$ cat config.mk
export PLATFORM = sky130hd
export DESIGN_NAME = mmio_uart_tx
export DESIGN_NICKNAME = d
export VERILOG_FILES = /design/src/rtl/mmio_uart_tx.sv
export SDC_FILE = /design/constraint.sdc
export NUM_CORES = 1
export LEC_CHECK = 0
export ABC_AREA = 1
export BUFFER_PORTS_ARGS = -buffer_cell sky130_fd_sc_hd__buf_2
export CORE_MARGIN = 2
export CORE_UTILIZATION = 39
export CTS_CLUSTER_SIZE = 28
export DETAILED_ROUTE_END_ITERATION = 6
export PLACE_DENSITY = 0.71
export SYNTH_ARGS = -nofsm -noshare
export SYNTH_HDL_FRONTEND = slang
export SYNTH_SLANG_ARGS = --single-unit
export TNS_END_PERCENT = 100
$ cat constraint.sdc
create_clock -name clk -period 5.1 [get_ports clk]
set_clock_uncertainty 0.15 [all_clocks]
set_input_delay 0.765 -clock clk [delete_from_list [all_inputs] [get_ports clk]]
set_output_delay 0.765 -clock clk [all_outputs]
set_load 0.005 [all_outputs]
$ cat src/rtl/mmio_uart_tx.sv
// Memory-mapped 8N1 UART transmitter for the core's data-memory port.
// TXDATA (BASE+0) queues bytes into a small FIFO; STATUS (BASE+4) reports
// full/empty/busy/ovf/count. Reads are combinational; tx is registered.
module mmio_uart_tx #(
    parameter logic [31:0] BASE_ADDR    = 32'h1000_0000,
    parameter int          CLKS_PER_BIT = 16,
    parameter int          FIFO_DEPTH   = 4
) (
    input  logic        clk,
    input  logic        reset,
    input  logic        MemWrite,
    input  logic [31:0] ALUResult,
    input  logic [31:0] WriteData,
    output logic [31:0] ReadData,
    output logic        Hit,
    output logic        tx
);
    localparam int AW = $clog2(FIFO_DEPTH);
    localparam int CW = AW + 1;
    localparam int BW = $clog2(CLKS_PER_BIT);

    typedef enum logic [1:0] {IDLE, START, DATA, STOP} state_t;

    state_t         state, state_nx;
    logic [BW-1:0]  baud, baud_nx;
    logic [2:0]     bit_idx, bit_nx;
    logic [7:0]     shift, shift_nx;
    logic           tx_nx;
    logic           baud_wrap;
    logic           pop;

    logic [7:0]     mem [FIFO_DEPTH];
    logic [AW-1:0]  wptr, rptr;
    logic [CW-1:0]  count;
    logic           fifo_empty, fifo_full;
    logic           ovf;

    logic           sel_status, wr_tx, wr_st, push;
    logic [31:0]    status;
    logic           unused_bits;

    assign unused_bits = ^{ALUResult[1:0], WriteData[31:8]};

    assign Hit        = (ALUResult[31:3] == BASE_ADDR[31:3]);
    assign sel_status = ALUResult[2];
    assign wr_tx      = Hit & MemWrite & ~sel_status;
    assign wr_st      = Hit & MemWrite & sel_status;

    assign fifo_empty = (count == '0);
    assign fifo_full  = (count == CW'(FIFO_DEPTH));
    // A pop on the same edge frees the slot the push is about to use.
    assign push       = wr_tx & (~fifo_full | pop);
    assign baud_wrap  = (baud == BW'(CLKS_PER_BIT - 1));

    assign status = {16'h0, 8'(count), 4'h0, ovf, (state != IDLE), fifo_empty, fifo_full};

    // Register read mux; TXDATA and misses read as zero.
    always_comb begin
        ReadData = '0;
        if (Hit && sel_status)
            ReadData = status;
    end

    // FIFO storage: byte lands at the write pointer on an accepted push.
    always_ff @(posedge clk) begin
        if (push)
            mem[wptr] <= WriteData[7:0];
    end

    // FIFO pointers, occupancy and the sticky overflow flag.
    always_ff @(posedge clk or posedge reset) begin
        if (reset) begin
            wptr  <= '0;
            rptr  <= '0;
            count <= '0;
            ovf   <= 1'b0;
        end else begin
            if (push)
                wptr <= wptr + 1'b1;
            if (pop)
                rptr <= rptr + 1'b1;
            if (push && !pop)
                count <= count + 1'b1;
            else if (pop && !push)
                count <= count - 1'b1;
            // Setting on a dropped byte takes priority over a clear.
            if (wr_tx && !push)
                ovf <= 1'b1;
            else if (wr_st && WriteData[3])
                ovf <= 1'b0;
        end
    end

    // Transmit state, baud counter, bit index and the registered line.
    always_ff @(posedge clk or posedge reset) begin
        if (reset) begin
            state   <= IDLE;
            baud    <= '0;
            bit_idx <= '0;
            tx      <= 1'b1;
        end else begin
            state   <= state_nx;
            baud    <= baud_nx;
            bit_idx <= bit_nx;
            tx      <= tx_nx;
        end
    end

    // Shift register holds the frame byte; contents are don't-care when idle.
    always_ff @(posedge clk) begin
        shift <= shift_nx;
    end

    // Next-state logic; tx_nx is the level the line takes after this edge.
    always_comb begin
        state_nx = state;
        baud_nx  = baud;
        bit_nx   = bit_idx;
        shift_nx = shift;
        tx_nx    = tx;
        pop      = 1'b0;
        case (state)
            IDLE: begin
                if (!fifo_empty) begin
                    pop      = 1'b1;
                    shift_nx = mem[rptr];
                    baud_nx  = '0;
                    bit_nx   = '0;
                    tx_nx    = 1'b0;
                    state_nx = START;
                end
            end
            START: begin
                if (baud_wrap) begin
                    baud_nx  = '0;
                    tx_nx    = shift[0];
                    state_nx = DATA;
                end else begin
                    baud_nx = baud + 1'b1;
                end
            end
            DATA: begin
                if (baud_wrap) begin
                    baud_nx  = '0;
                    shift_nx = shift >> 1;
                    if (bit_idx == 3'd7) begin
                        tx_nx    = 1'b1;
                        state_nx = STOP;
                    end else begin
                        bit_nx = bit_idx + 1'b1;
                        tx_nx  = shift[1];
                    end
                end else begin
                    baud_nx = baud + 1'b1;
                end
            end
            STOP: begin
                if (baud_wrap) begin
                    baud_nx = '0;
                    bit_nx  = '0;
                    // Chain straight into the next frame when data is waiting.
                    if (!fifo_empty) begin
                        pop      = 1'b1;
                        shift_nx = mem[rptr];
                        tx_nx    = 1'b0;
                        state_nx = START;
                    end else begin
                        tx_nx    = 1'b1;
                        state_nx = IDLE;
                    end
                end else begin
                    baud_nx = baud + 1'b1;
                end
            end
            default: state_nx = IDLE;
        endcase
    end
endmodule

==> flow_results.org, run 1 <==
** STA
- The final number of hold-violating endpoints was 0.
- After layout, the minimum clock period comes to 2.82 ns.
- Tcrit/Tclk final :: 55.2%
- At the pin with the least slew margin, the transition time is 1.02 ns.
- The worst pin sits at a relative slew slack of 31.7%.
- Final TNS setup :: 0 ns
- In the post-route analysis, the smallest setup slack over all paths is 2.28 ns.
- Setup repair after global routing missed its margin :: false
- Final count of pins violating max slew :: 0
- Setup violations remaining at the end of the flow were counted as 0.
- Based on the critical path, the design can be clocked at up to 0.355 GHz.

** Detailed routing
- In the routed design, unresolved DRC markers number 0.
- In this run the remaining antenna-violating nets after routing total 0.
- Wires add up to 5.60 mm.
- Dividing the detail-routed via count by the number of cells gives 4.65.
- Before antenna repair, the detailed router went through 4 iterations.
- Number of DRC markers in iteration 0 :: 137
- Dividing the detail-routed wire length by the instance count gives 11.7 um.
- Total via count in the routed design :: 2231

** Yosys
- Ys flop type :: edfxtp_1
- The Yosys step of the flow raised 0 warnings.
- Flip-flop and latch count after synthesis :: 58
- Post-Synthesis Mean Instance Area :: 9.64 um2
- The share of the Yosys chip area taken by registers is 53.6%.
- In the synthesized netlist the async set-or-reset flop fraction comes to 31.0%.
- Count of distinct cell types in the synthesized netlist :: 30
- Count of flip-flops with a built-in enable after synthesis :: 40
- Post-synthesis instance total :: 320
- In this run the cell area of the synthesized design comes to 0.00309 mm2.

** CTS
- Clock tree from TritonCTS :: built
- Cell at the root of the clock tree :: clkbuf_8
- Clock insertion delay at the later pin of the skew report :: 0.33 ns
- Number of resized instances in the post-cts repair step :: 0
- Maximum level of the CTS H-tree :: 3
- CTS Buf Count :: 9
- Clock-pin slew was measured on the worst setup and hold paths at 0.07 ns.
- Post-CTS Setup Bufs :: 0
- Sink Count :: 58
- Maximum clock insertion buffer count :: 2
- Hold_buf cts :: 0

** Global route
- Global routing consumed, over all layers together, 14.2% of the routing resources.
- Total grt overflow :: 0
- Pin count of the biggest net entering global routing :: 19
- Global-route wire length before repair :: 9.50 mm
- Number of global-route vias before repair :: 2119
- Antenna violations before repair :: 0

** Cells and area
- Share of cells above drive strength 1 :: 21.4%
- In the final layout, the multi-input gates occupy 0.00119 mm2.
- Fill cell count :: 736
- Layout area overhead :: 14.9%
- In the layout the commonest cells are nand2_1, buf_2, nor2_1, edfxtp_1, inv_1.
- Combined flip-flop and latch cell area :: 0.00165 mm2
- The number of antenna diodes in the final layout is 0.
- Once layout is complete, the utilization of the core stands at 46.1%.
- The library cell used most frequently in the layout, excluding fill and tap cells, is nand2_1.
- Post-route non-filler standard cell count :: 480
- Number of nets in the finished design :: 454

** Hold path
- The worst hold path belongs to the class flip-flop to flip-flop.

** Placed design
- Gpl congestion :: 0.817
- The count of buffers added on input and output ports is 49.
- Before CTS, the worst setup slack after placement is 2.16 ns.
- Placed Cells :: 464
- Detailed placement finished with a half-perimeter wire length of 4.08 mm.

** Critical path
- On the worst path, the slowest cell contributes a delay of 0.43 ns.
- Critical path class :: flip-flop to flip-flop
- On the critical path, the stage with the largest delay is an instance of dfrtp_1.
- Arrival time reported for the critical path endpoint :: 2.88 ns
- Biggest fanout along the worst timing path :: 7
- Counting both buffers and inverters, the worst setup path holds a total of 4.
- STA classifies the critical path endpoint as a flip-flop.
- Among cell families on the critical path, the largest total delay comes from adder cells.
- Most repeated library cell on the critical path :: inv_1
- The worst setup path is launched from a flip-flop.
- Cell-by-cell trace of the critical path :: inv_1 -> ha_1 -> inv_1 -> nand2_1 -> nand2_2 -> nand2_2 -> nand3_4 -> inv_1 -> ha_1 -> inv_1 -> fa_1 -> a21oi_1 -> o21ai_0 -> xor2_1
- For the worst setup path, the data required time is 5.16 ns.

** Die
- For this configuration, the core starts out at a cell density of 40.1%.
- Die H :: 92.9 um
- The floorplan step defined a core boundary enclosing 0.00769 mm2.
- The die covers 0.00864 mm2.
- Die Wd :: 92.9 um
- Number of placement rows :: 32
- In this run the count of I/O pins placed on the die edge is 101.

** Pwr
- For this design the ratio of total power to cell area is 281 mW/mm2.
- For this design the total switching power over the nets is 0.207 mW.
- Combinational share of power :: 3.0%
- The internal portion of the total power is 0.790 mW.
- Switch share :: 20.7%
- VDD sags by at most 0.219 mV.
- Overall power :: 0.996 mW
- Per report_power, the sequential group accounts for 50.5% of the total.
- Leakage power summed over all cells :: 1.64 nW
- Part of the total power dissipated in the clock network :: 46.5%

** Job
- Max-cap violations in this run came to 0.

** Outcome
- The run finished with clean final reports.
[flip-flops by register name, summed over array words and instances (netlist names)]
register	flops
count	3
mem	32
tx	1
rptr	2
wptr	2
ovf	1
bit_idx	3
state	2
baud	4
shift	8
[cell type report]
type,count,share of cell area (%)
tap,102,3.60
inverter,30,3.18
clock inverter,7,2.61
sequential,58,46.6
multi-input combinational,225,33.6
clock buffer,9,3.49
timing repair buffer,49,6.92
[routing by layer]
layer	vias to the layer above	wire length [um]	part of all wire [%]	GRT usage [%]
met4	0	58	1.0	4.53
met1	1039	2420	43	16.6
met3	7	291	5.2	3.91
met5	-	0	0	0
met2	64	2830	51	25.0
li1	1121	-	-	-
[cells in the mapped netlist (all sizes together), types with 4 or more instances]
cell,n,area [um2]
edfxtp,40,1200
nand4,4,25.0
o22ai,7,43.8
dfrtp,17,425
nand3,20,113
buf,31,220
ha,13,163
nand2,60,258
inv,30,113
a21oi,10,50.1
o21ai,26,134
nor2,50,216
[cell families (layout without fill, tap and decap cells)]
kind of cell / count (synthesis) / after routing / share of synthesized area [%]
and+or+nand+nor: 137 / 137 / 20.6
buffers and inverters: 61 / 95 / 10.8
DFF: 58 / 58 / 53.6
AOI/OAI and AO/OA: 45 / 45 / 7.87
adders and majority gates: 14 / 14 / 5.92
xor gates and xnor gates: 4 / 4 / 1.14
other: 1 / 25 / 0.122
[through the flow]
| stage | area (um2) | hold WS, ns |
|---|---|---|
| 6_report | 3540 | 0.331 |
| 5_1_grt | 3540 | 0.380 |
| 4_1_cts | 3540 | 0.333 |
| 3_5_place_dp | 3330 | 0.317 |
| 3_3_place_gp | 3330 | 0.312 |
| 2_1_floorplan | 3180 | 0.292 |
[power groups by stage]
stage          sequential, mW  clock [mW]  combinational, mW
2_1_floorplan           0.513           0             0.0248
3_3_place_gp            0.513           0             0.0288
3_5_place_dp            0.513           0             0.0303
4_1_cts                 0.503       0.472             0.0304
5_1_grt                 0.503       0.495             0.0357
6_report                0.503       0.463             0.0301
[worst register-to-register path, delay by kind of cell (launching register included)]
family / cells / cell delay (ns)
adder cells (fa/ha/maj): 3 / 0.87
buffers and inverters: 4 / 0.40
AO/OA/AOI/OAI: 2 / 0.24
flip-flops: 1 / 0.43
XOR/XNOR: 1 / 0.15
AND/OR/NAND/NOR: 4 / 0.46
[worst paths after layout]
path                       slack (ns)  endpoint  cells past startpoint  startpoint
setup / recovery                 2.28  count[2]                     14    state[0]
hold / removal                   0.33       ovf                      2         ovf
setup reg to reg                 2.28  count[2]                     14    state[0]
hold reg to reg                  0.33       ovf                      2         ovf
max in group asynchronous        3.97   rptr[1]                      2       reset
min in group asynchronous        0.38   baud[0]                      2       reset
No activity file was read; power rests on OpenSTA's default activity.
==> run 2, diff against run 1 <==
- ABC_AREA: 1 -> 0
- PLACE_DENSITY: 0.71 -> 0.74
- clock period: 5.1 -> 2.3 ns (I/O delays scaled with it)
==> run 2 against run 1 <==
Clock-buffer cell count is the same. Clock power is 130% higher. Sequential cell count unchanged. Largest cell class unchanged. Power up 130%. Non-clock buffer count up 43. Hold slack got worse by 0.26 ns. The flow now finishes with violations (setup timing). Combinational power up 140%. Die area decreased by 0.43%. Critical path type unchanged. Largest power group unchanged. Area after synthesis shrank 0.45%.
==> flow_results.org, run 2 <==
** CTS
- TritonCTS built the clock tree.
- Sink Count :: 58
- Clock insertion delay at the later pin of the skew report :: 0.34 ns
- CTS Buf Count :: 9
- Maximum clock insertion buffer count :: 2
- The H-tree was split into 3 levels.
- The root buffer cell chosen for the clock tree is clkbuf_8.
- Post-CTS clock slew at the launch and capture registers of the worst setup and hold paths :: 0.07 ns

** Cells and area
- Leading cell types in the layout, fill and taps excluded :: buf_2, edfxtp_1, buf_4, conb_1, dfrtp_1
- The finished cells cover 0.00396 mm2.
- Counting the fill cells in the layout gives 655.
- The library cell used most frequently in the layout, excluding fill and tap cells, is buf_2.
- The post-route netlist has 42.9% of its cells at a drive strength greater than 1.
- Antenna cells :: 0
- The final layout contains 412 nets.
- Layout area overhead :: 29.0%
- The register with the most flip-flops in the layout has 32 of them.
- Most flop-heavy register :: mem
- Largest registers ranked by flip-flop count :: mem (32), shift (8), baud (4)

** Critical path
- Arrival time reported for the critical path endpoint :: 2.68 ns
- Along the worst path, the maximum fanout reaches 4.
- Crit path required time :: 2.41 ns
- In this design, the critical path's most frequently occurring cell is xor2_1.
- On the worst path, the slowest cell contributes a delay of 0.45 ns.
- Slowest cell on the critical path :: dfrtp_2
- Cell-by-cell trace of the critical path :: inv_4 -> ha_4 -> a41oi_2 -> o211ai_1 -> nor4b_4 -> ha_2 -> inv_2 -> fa_2 -> xor2_1 -> nor2_1 -> xor2_1
- The worst setup path is launched from a flip-flop.
- Critical path class :: flip-flop to flip-flop
- STA classifies the critical path endpoint as a flip-flop.

** Job
- The tool flagged a number of max-cap violations equal to 0.

** Yosys
- The synthesized design contains 58 register bits.
- In the synthesized netlist the async set-or-reset flop fraction comes to 31.0%.
- For this run, the number of Yosys warnings is 0.
- Count of flip-flops with a built-in enable after synthesis :: 40
- Sequential elements use 53.8% of the synthesized area.
- The synthesized design spends more area on one cell type than any other, namely edfxtp_1.
- Post-synthesis instance total :: 234
- Dividing the synthesized area by the synthesized cell count gives 13.1 um2.
- The commonest cells after synthesis are edfxtp_1, buf_4, dfrtp_1.
- Top cells by area in the synthesized netlist :: edfxtp_1, dfrtp_1, buf_4, mux4_2, ha_1
- Share of the synthesized area in the top cell type :: 39.1%
- After synthesis, the netlist uses 50 different library cells.
- The most common cell in the synthesized netlist is edfxtp_1.
- Summing every instance area after synthesis gives 0.00307 mm2.
- Ys flop type :: edfxtp_1

** Die
- The die is 92.7 um wide.
- Die H :: 92.7 um
- Initial Utilization :: 40.0%
- The die covers 0.00860 mm2.
- Number of ports placed on the die boundary :: 101
- The floorplan has 32 rows.
- Core Box Area :: 0.00769 mm2

** Global route
- Antenna violations before repair :: 0
- Overall global routing resource usage :: 14.4%
- The first global-routing pass estimated 9.67 mm of wire.
- Pin count of the biggest net entering global routing :: 19
- Total grt overflow :: 0
- The number of global-route vias before repair was 2122.

** Hold path
- Hold crit path type :: primary input to flip-flop

** STA
- Timing would allow up to 0.389 GHz.
- The count of final max-slew check failures was 0.
- Time the final worst path needs with I/O delays and setup :: 2.57 ns
- Final hold violation count :: 0
- Final TNS setup :: -0.494 ns
- The worst path uses 112% of the clock period.
- Setup repair after global routing could not meet its margin everywhere.
- Setup violations remaining at the end of the flow were counted as 2.
- Minimum setup slack in the final design :: -0.268 ns
- The worst pin sits at a relative slew slack of 51.0%.
- At the pin with the least slew margin, the transition time is 0.733 ns.
- Final Hold Slack :: 0.0671 ns

** Pwr
- Combinational share of power :: 3.3%
- The worst-case IR drop observed on VDD is 0.475 mV.
- The share of total power dissipated in sequential elements is 49.5%.
- Leakage power summed over all cells :: 1.67 nW
- The internal power of the cells totals 1.76 mW.
- P_sw :: 0.490 mW
- The design draws 2.25 mW.
- Part of the total power dissipated in the clock network :: 47.3%
- Power per unit of standard cell area :: 569 mW/mm2
- Switch share :: 21.7%

** Placed design
- Dpl cell area :: 0.00363 mm2
- Count of input and output buffers :: 49
- Summed over all nets, the half-perimeter wirelength after detailed placement is 4.43 mm.
- Gpl congestion :: 0.742

** Outcome
- Violations in the final reports :: setup timing
- Result of the run :: finished with violations

** Detailed routing
- Pre-Repair DR Iteration Count :: 4
- Number of remaining DRC errors :: 0
- Dividing the detail-routed via count by the number of cells gives 4.82.
- Number of DRC markers in iteration 0 :: 120
- After detailed routing, the average wire length per cell comes to 13.6 um.
- Total via count in the routed design :: 2113
- Once detail routing completed, the nets flagged for antenna violations numbered 0.
- Wires add up to 5.94 mm.
run 2: logic make-up (layout without fill, tap and decap cells):
group	after synthesis	in the layout	share of synthesized area [%]
AND/OR/NAND/NOR	68	68	15.0
flip-flops	58	58	53.8
buffers and inverters	41	119	8.11
AO/OA/AOI/OAI	35	35	8.19
adder cells (fa/ha/maj)	14	14	5.95
multiplexers	11	11	7.09
XOR/XNOR	6	6	1.71
other	1	25	0.122
run 2: final cells by class:
class	count	area, um2	share of cell area (%)
Sequential cell	58	1660	41.8
Multi-Input combinational cell	159	1330	33.5
Timing Repair Buffer	92	582	14.7
Tap cell	102	128	3.22
Clock buffer	9	124	3.13
Clock inverter	7	103	2.59
Inverter	11	46.3	1.17
run 2: worst paths after layout:
path | start | to | slack, ns | cells past startpoint
max | state[1] | count[2] | -0.27 | 11
min | WriteData[5] | mem[1][5] | 0.07 | 1
max reg2reg | state[1] | count[2] | -0.27 | 11
min reg2reg | tx | tx | 0.35 | 2
max in group asynchronous | reset | state[0] | 0.97 | 3
min in group asynchronous | reset | count[1] | 0.52 | 3
run 2: critical path: cells and delay by family (launching register included):
family          cells  cell delay, ns
fa+ha+maj           3            0.70
flops               1            0.45
compound gates      2            0.32
simple gates        2            0.41
buf+inv             2            0.14
xor+xnor            2            0.31
run 2: per-layer routing:
metal	global-route usage (%)	routed length, um	up-vias
met5	0	0	-
met2	25.6	3160	72
met1	16.6	2400	1006
li1	-	-	1020
met3	2.93	268	15
met4	6.86	123	0
run 2: what timing repair did:
item	in CTS	in global routing
endpoints found under the hold margin	7	0
setup endpoints to repair	2	41
setup buffers	3	6
pin swaps	3	3
hold buffers	1	0
resized for setup	4	7
run 2: through the flow:
| stage | worst slack [ns] | util, % | std cells |
|---|---|---|---|
| 2_1_floorplan | -0.300 | - | 258 |
| 3_3_place_gp | -0.272 | 47.3 | 413 |
| 3_5_place_dp | -0.279 | 47.3 | 413 |
| 4_1_cts | -0.216 | 50.8 | 433 |
| 5_1_grt | -0.406 | 51.6 | 438 |
| 6_report | -0.268 | 51.6 | 438 |
run 2: power by group through the flow:
stage | Sequential, mW | Combinational [mW] | Clock [mW]
2_1_floorplan | 1.14 | 0.0531 | 0
3_3_place_gp | 1.14 | 0.0687 | 0
3_5_place_dp | 1.14 | 0.0719 | 0
4_1_cts | 1.11 | 0.0732 | 1.09
5_1_grt | 1.11 | 0.0850 | 1.13
6_report | 1.11 | 0.0736 | 1.07
==> run 3, diff against run 2 <==
- PLACE_DENSITY: 0.74 -> 0.71
- clock period: 2.3 -> 3.3 ns (I/O delays scaled with it)
==> run 3 against run 2 <==
The flow now finishes without violations. Setup slack better by 0.63 ns. Routed wire length down 11%. Clock-buffer cell count is the same. First-iteration DRC count up 11%. Sequential cell count unchanged. Utilization is 4.9 points lower. Final area down 9.4%. Clock power shrank 24%. Sequential share of layout area up 4.3 points. Sequential power decreased by 30%. Hold slack improved by 0.048 ns. Critical path depth stayed put.
==> flow_results.org, run 3 (synthesized netlist as in run 2, its figures left out) <==
** Outcome
- Result of the run :: finished clean

** STA
- Final count of pins violating max slew :: 0
- Headroom to the max-slew limit came out at 52.5%.
- Final Hold Slack :: 0.115 ns
- Setup repair after global routing missed its margin :: false
- Slew at the pin with the worst max-slew slack :: 0.712 ns
- Final setup vio count :: 0
- Time the final worst path needs with I/O delays and setup :: 2.94 ns
- The final number of hold-violating endpoints came to 0.
- Of the available clock period, the critical path in the final layout requires 89.0%.
- Final TNS setup :: 0 ns
- Derived from the worst setup path, the maximum achievable clock frequency is 0.340 GHz.

** Die
- Once the floorplan was initialized, standard cells occupied 40.0% of the core.
- Die Wd :: 92.7 um
- Number of ports placed on the die boundary :: 101
- The die covers 0.00860 mm2.
- Number of placement rows :: 32
- Die H :: 92.7 um
- Core Box Area :: 0.00769 mm2

** Global route
- Global routing used 13.3% of the available tracks.
- Global-route wire length before repair :: 8.96 mm
- Global routing finished with a remaining overflow of 0.
- The number of global-route vias before repair is 1859.
- The initial antenna violation count was 0.
- Pin count of the biggest net entering global routing :: 19

** CTS
- Sink Count :: 58
- The number of clock buffers added by TritonCTS is 9.
- Post-CTS timing repair inserted 0 buffers for setup.
- Clock insertion delay at the later pin of the skew report :: 0.33 ns
- TritonCTS built the clock tree.
- The clock tree synthesis step divided the H-tree into 3 levels.
- Clock-pin slew was measured on the worst setup and hold paths at 0.08 ns.
- In this run the deepest clock path goes through 2 buffers.
- Cell at the root of the clock tree :: clkbuf_8
- Hold_buf cts :: 0
- Number of resized instances in the post-cts repair step :: 0

** Cells and area
- Leaving out fill and tap cells, the most frequent cell in the layout is buf_2.
- The repair_antennas step left the layout with diodes totalling 0.
- Number of nets in the finished design :: 371
- Flip-flop count of the largest register after layout :: 32
- Share of cells above drive strength 1 :: 30.2%
- Summing all multi-input logic gate instances after layout gives 0.00126 mm2.
- Ranked by flip-flop count, first place goes to mem.
- The largest registers in the layout are mem (32), shift (8), baud (4).
- Combined flip-flop and latch cell area :: 0.00165 mm2
- Layout area overhead :: 16.9%
- Fill cell count :: 689
- Leading cell types in the layout, fill and taps excluded :: buf_2, edfxtp_1, conb_1, dfrtp_1

** Detailed routing
- The detailed router placed 1928 vias in this run.
- Total detailed-routing wirelength :: 5.28 mm
- Before antenna repair, the detailed router went through 4 iterations.
- For this run, design rule violations remaining after detail routing come to 0.
- Vias/cell :: 4.86
- In the final routed layout, each cell accounts on average for 13.3 um.
- Post-route antenna net violation count :: 0
- In this run, the number of DRC markers left after iteration 0 of detailed routing was 133.

** Critical path
- Critical path class :: flip-flop to flip-flop
- Capture point of the worst reg-to-reg path :: count[2]
- Crit path required time :: 3.41 ns
- Cell-by-cell trace of the critical path :: inv_1 -> ha_1 -> a41oi_1 -> o211ai_1 -> nor4b_4 -> ha_1 -> inv_1 -> fa_1 -> xor2_1 -> nor2_1 -> xor2_1
- Counting cells, the worst reg-to-reg path comes to 11.
- The startpoint identified for the worst register-to-register timing path is state[0].
- On the worst path, the slowest cell contributes a delay of 0.46 ns.
- Counting both buffers and inverters, the worst setup path holds a total of 2.
- Worst setup EP type :: flip-flop
- Arrival time reported for the critical path endpoint :: 3.05 ns
- Worst reg2reg setup slack :: 0.36 ns
- Kind of start point of the critical path :: flip-flop
- Slowest cell on the critical path :: dfrtp_1
- Of all nets on the critical path, the largest fanout is 7.
- Dominant delay contributor by cell family on the critical path :: adder cells

** Placed design
- Buffers placed on the I/O ports in this run total 49.
- Gpl congestion :: 0.737
- Half-perimeter wire length after placement :: 3.92 mm

** Job
- The tool flagged a number of max-cap violations equal to 0.

** Pwr
- Power spread over the standard cell area amounts to 457 mW/mm2.
- Across the VDD grid, the largest voltage drop is 0.366 mV.
- Leakage power summed over all cells :: 1.47 nW
- Summing internal, switching and leakage power gives 1.64 mW.

** Hold path
- The path class of the tightest hold or removal check is primary input to async pin.
[run 3: how the worst max path moves through the flow]
| stage | slack, ns | startpoint | end | depth (start not counted) |
|---|---|---|---|---|
| 2_1_floorplan | 0.61 | state[0] | count[2] | 10 |
| 3_3_place_gp | 0.48 | state[0] | count[2] | 11 |
| 3_5_place_dp | 0.40 | state[0] | count[2] | 11 |
| 4_1_cts | 0.37 | state[0] | count[2] | 11 |
| 5_1_grt | 0.20 | state[0] | count[2] | 11 |
| 6_report | 0.36 | state[0] | count[2] | 11 |
[run 3: where the power goes]
group          internal, mW  switching, mW  total [mW]
combinational        0.0202         0.0284      0.0486
sequential            0.777  0.00000000615       0.777
clock                 0.509          0.307       0.816
[run 3: cell type report]
cell class	instances	area share (%)
well taps	102	3.55
multi-input cells	159	35.1
flip-flops and latches	58	46.0
repair buffers	51	7.25
inverters	11	1.15
clock inverters	7	3.48
clock buffers	9	3.45
[run 3: layer usage]
layer,GRT usage [%],vias to the layer above,share of wire [%]
met5,0,-,0
met3,3.99,6,5.0
met4,4.41,0,0.83
met2,22.2,59,51
li1,-,931,-
met1,16.6,932,44
[run 3: through the flow]
stage	setup WS (ns)	utilization (%)	cell area, um2	instances
4_1_cts	0.369	46.7	3590	397
3_5_place_dp	0.400	43.5	3340	381
6_report	0.362	46.7	3590	397
5_1_grt	0.202	46.7	3590	397
2_1_floorplan	0.613	-	3160	258
3_3_place_gp	0.484	43.5	3340	381
